--- config.mk ---
export PLATFORM = sky130hd
export DESIGN_NAME = hilo_ctrl
export DESIGN_NICKNAME = d
export VERILOG_FILES = /design/src/rtl/hilo_ctrl.sv
export SDC_FILE = /design/constraint.sdc
export NUM_CORES = 1
export LEC_CHECK = 0
export ABC_AREA = 1
export CORE_UTILIZATION = 63
export CTS_CLUSTER_DIAMETER = 60
export DETAILED_ROUTE_END_ITERATION = 12
export DONT_BUFFER_PORTS = 1
export PLACE_DENSITY = 0.88
export RECOVER_POWER = 100
export SKIP_LAST_GASP = 1
export SYNTH_ARGS = -nofsm -noshare
export SYNTH_HDL_FRONTEND = slang
export SYNTH_SLANG_ARGS = --single-unit
--- constraint.sdc ---
create_clock -name clk -period 1.9 [get_ports clk]
set_input_delay 0.38 -clock clk [delete_from_list [all_inputs] [get_ports clk]]
set_output_delay 0.38 -clock clk [all_outputs]
set_load 0.02 [all_outputs]
--- src/rtl/hilo_ctrl.sv ---
// Divide sequencer and architectural HI/LO register file behind the multicycle divider.
// Launches the divider, times its fixed latency, and latches quotient/remainder into HI/LO.
//
// state  | meaning
// IDLE   | no division in flight; mthi/mtlo and start are honoured
// LAUNCH | div_init is high this cycle; the latency counter is loaded on exit
// WAIT   | counting down the divider latency; abort/divide-by-zero/capture resolved here
module hilo_ctrl #(
  parameter int DIV_LATENCY = 34
) (
  input  logic        clk,
  input  logic        rst,
  input  logic        start,
  input  logic        abort,
  input  logic        mthi,
  input  logic        mtlo,
  input  logic [31:0] wdata,
  input  logic [31:0] div_hi,
  input  logic [31:0] div_lo,
  input  logic        div_divzero,
  output logic        div_init,
  output logic        div_stop,
  output logic        busy,
  output logic        done,
  output logic        div0_exc,
  output logic [31:0] hi,
  output logic [31:0] lo
);

  typedef enum logic [1:0] {IDLE, LAUNCH, WAIT} state_t;

  localparam logic [6:0] CNT_LOAD = 7'(DIV_LATENCY - 1);

  state_t     state;
  logic [6:0] cnt;

  // cnt only changes by reload on LAUNCH->WAIT or by decrement, so cnt==CNT_LOAD
  // inside WAIT identifies the first WAIT edge, where the divider reports divide-by-zero.
  always_ff @(posedge clk or negedge rst) begin
    if (!rst) begin
      state    <= IDLE;
      cnt      <= '0;
      hi       <= '0;
      lo       <= '0;
      div_init <= 1'b0;
      div_stop <= 1'b0;
      busy     <= 1'b0;
      done     <= 1'b0;
      div0_exc <= 1'b0;
    end else begin
      div_init <= 1'b0;
      div_stop <= 1'b0;
      done     <= 1'b0;
      div0_exc <= 1'b0;
      case (state)
        IDLE: begin
          if (mthi) hi <= wdata;
          if (mtlo) lo <= wdata;
          if (start) begin
            state    <= LAUNCH;
            div_init <= 1'b1;
            busy     <= 1'b1;
          end
        end
        LAUNCH: begin
          if (abort) begin
            state    <= IDLE;
            div_stop <= 1'b1;
            busy     <= 1'b0;
          end else begin
            state <= WAIT;
            cnt   <= CNT_LOAD;
          end
        end
        WAIT: begin
          if (abort) begin
            state    <= IDLE;
            div_stop <= 1'b1;
            busy     <= 1'b0;
          end else if (cnt == CNT_LOAD && div_divzero) begin
            state    <= IDLE;
            div0_exc <= 1'b1;
            busy     <= 1'b0;
          end else if (cnt == 7'd0) begin
            state <= IDLE;
            hi    <= div_hi;
            lo    <= div_lo;
            done  <= 1'b1;
            busy  <= 1'b0;
          end else begin
            cnt <= cnt - 7'd1;
          end
        end
        default: begin
          state <= IDLE;
          busy  <= 1'b0;
        end
      endcase
    end
  end

endmodule

==> flow_summary.ini <==
[worst_setup_path]
path_class = flip-flop to flip-flop
cp_cell_sequence = inv_2, ha_2, nand2_1, nor2_1, nand2_1, nand2_2, nand3_4, buf_16, nand2_1, o21ai_0
rr_endpoint = hi[0]$_DFFE_PN0P_
worstPathArrival_ns = 1.99
crit_top_cell = nand2_1
reg2reg_depth = 10
cp_max_fo = 32
critical_path.startpoint_type = flip-flop
startpoint = cnt[0]$_DFFE_PN0P_
end_kind = flip-flop
rrSetupSlack_ns = 0.13
slowest_stage = dfrtp_1
r2r_start = cnt[0]$_DFFE_PN0P_
critPathMaxStageDelay_ns = 0.42
crit_required_ns = 2.11

[timing]
fin_tns_setup_ns = 0
slew_violations = 0
hold_slack_ns = -0.268
tightest_slew_ns = 0.358
period_needed_ns = 1.77
setup_viol = 0
timing.slew.headroom_pct = 76.1
period_share_pct = 93.3
fmax_ghz = 0.564
fin_ws_ns = 0.127
hold_viol = 78
grt_setup_unrepaired = no
fin_skew_ns = 0.00782

[route]
drt_iter0_markers = 190
drt_first_pass_iters = 5
wl_per_cell_um = 16.2
wirelength_um = 8600
num_vias = 3023
ant_nets = 0
via_per_inst = 5.69
route.detailed.drc = 0

[cells_and_area]
nFillCells = 453
layout-drive-gt1-share_pct = 7.84
area_growth_syn_to_layout_pct = 6.99
fin_cells = 531
final_core_util_pct = 71.0
layout_common_cells = nand2_1 (102), dfrtp_1 (78), a21oi_1 (67)
antenna_cells = 0
final_common_cell = nand2_1
nNetsFinal = 562

[pwr]
peakVddDrop_v = 0.00114
p_leak_nw = 1.99
power.density_nw_per_um2 = 2220

[grt]
grt.overflow.total = 0
first_global_vias = 2736
antenna_found_initial = 0
grt_max_degree = 79
grt_use_total_pct = 26.3
grt_pass1_wl_um = 12500

[die]
die_h_um = 78.9
die_w_um = 78.9
core_area_sq_um = 5610
start_util_pct = 66.4
rows = 27
die-area_sq_um = 6220
ioPinCount = 172

[cts]
clk_pin_slew_ns = 0.08
cts_setup_buffers = 0
cts_inserted_buffers = 9
cts_tree = built
clockBufferDepth = 2
htree_num_levels = 3
clock_sinks = 78
cts_root_buf = clkbuf_8
insertion_delay_ns = 0.33

[place]
place_inst = 513
place_congestion = 0.906
portBuffers = 0
detailedPlace.worstSlack_ns = 0.101
hpwl_um = 5700

[hold_path]
hold_path_class = input port to async pin

[synthesis]
synth_seq_area_share_pct = 52.4
synth_cell_types = 20
syn_nets = 568
syn-cell-area_sq_um = 3720
avgSynthCellArea_sq_um = 8.09
yosys_warnings = 0
ys_seq_elements = 78
synth_cells = 460

[run]
cap_violations = 0

[run_status]
violations = hold timing
outcome = complete, but fails checks
area by class of cell:
class	count	area (sq um)	share of cell area (%)
sequential	78	1950	49.0
clock inverter	4	45.0	1.13
clock buffer	12	155	3.89
tap	72	90.1	2.26
multi-input combinational	313	1470	37.0
timing repair buffer	6	96.3	2.42
inverter	46	173	4.33
critical path, delay by kind of cell (launching register included):
kind / cells / cell delay (ns)
AO/OA/AOI/OAI: 1 / 0.08
adder cells (fa/ha/maj): 1 / 0.21
buffers and inverters: 2 / 0.30
flip-flops: 1 / 0.42
AND/OR/NAND/NOR: 6 / 0.63
power breakdown:
group,internal [W],switching (W),total (W)
Sequential,0.00249,0.00147,0.00396
Clock,0.000673,0.000568,0.00124
Combinational,0.00128,0.00234,0.00362
worst max-delay path by stage:
stage,end,slack [ns],cells past startpoint
2_1_floorplan,lo[10]$_DFFE_PN0P_,0.29,10
3_3_place_gp,cnt[6]$_DFFE_PN0P_,0.18,10
3_5_place_dp,cnt[0]$_DFFE_PN0P_,0.10,10
4_1_cts,cnt[0]$_DFFE_PN0P_,0.07,10
5_1_grt,hi[2]$_DFFE_PN0P_,0.01,10
6_report,hi[0]$_DFFE_PN0P_,0.13,10
per-stage QoR:
stage | power [W] | area [sq um]
2_1_floorplan | 0.00671 | 3720
3_3_place_gp | 0.00718 | 3750
3_5_place_dp | 0.00740 | 3750
4_1_cts | 0.00866 | 3950
5_1_grt | 0.00950 | 3980
6_report | 0.00882 | 3980
metal layers:
metal	routed length, um	part of all wire, %	GRT usage, %	vias up
met1	3360	39	29.7	1368
met4	148	1.7	11.5	0
met5	0	0	0	-
li1	-	-	-	1488
met3	712	8.3	7.47	13
met2	4380	51	46.3	154
what timing repair did:
item	4_1_cts	5_1_grt
endpoints found under the hold margin	78	78
setup endpoints to repair	0	62
gates resized for setup	0	5
state kept, by name (all words and copies together) (netlist names):
register and cells:
busy 1, cnt 7, div0_exc 1, div_init 1, div_stop 1, done 1, hi 32, lo 32
state 2
cell usage after synthesis:
cell	instances	area share [%]
inv_1	44	4.4
nand3_4	2	0.94
o21ai_0	3	0.40
clkbuf_1	5	0.50
ha_1	5	1.7
or2_2	4	0.67
inv_2	2	0.20
dfrtp_1	78	52
o21ai_1	64	8.6
nand2_2	2	0.34
a21oi_1	67	9.0
nand2_1	103	10
nor3_1	1	0.13
buf_6	4	1.2
nand3_1	14	1.9
nor2_1	46	4.6
a21oi_2	1	0.24
nand4_1	1	0.17
buf_4	4	0.81
buf_2	10	1.3
cells by family (layout without fill, tap and decap cells):
| kind of cell | count (synthesis) | after routing | share of synthesized area (%) |
|---|---|---|---|
| adders and majority gates | 5 | 5 | 1.68 |
| and+or+nand+nor | 173 | 173 | 19.2 |
| buffers and inverters | 69 | 68 | 8.50 |
| AOI/OAI and AO/OA | 135 | 135 | 18.2 |
| DFF | 78 | 78 | 52.4 |
(Power assumes the default switching activity.)
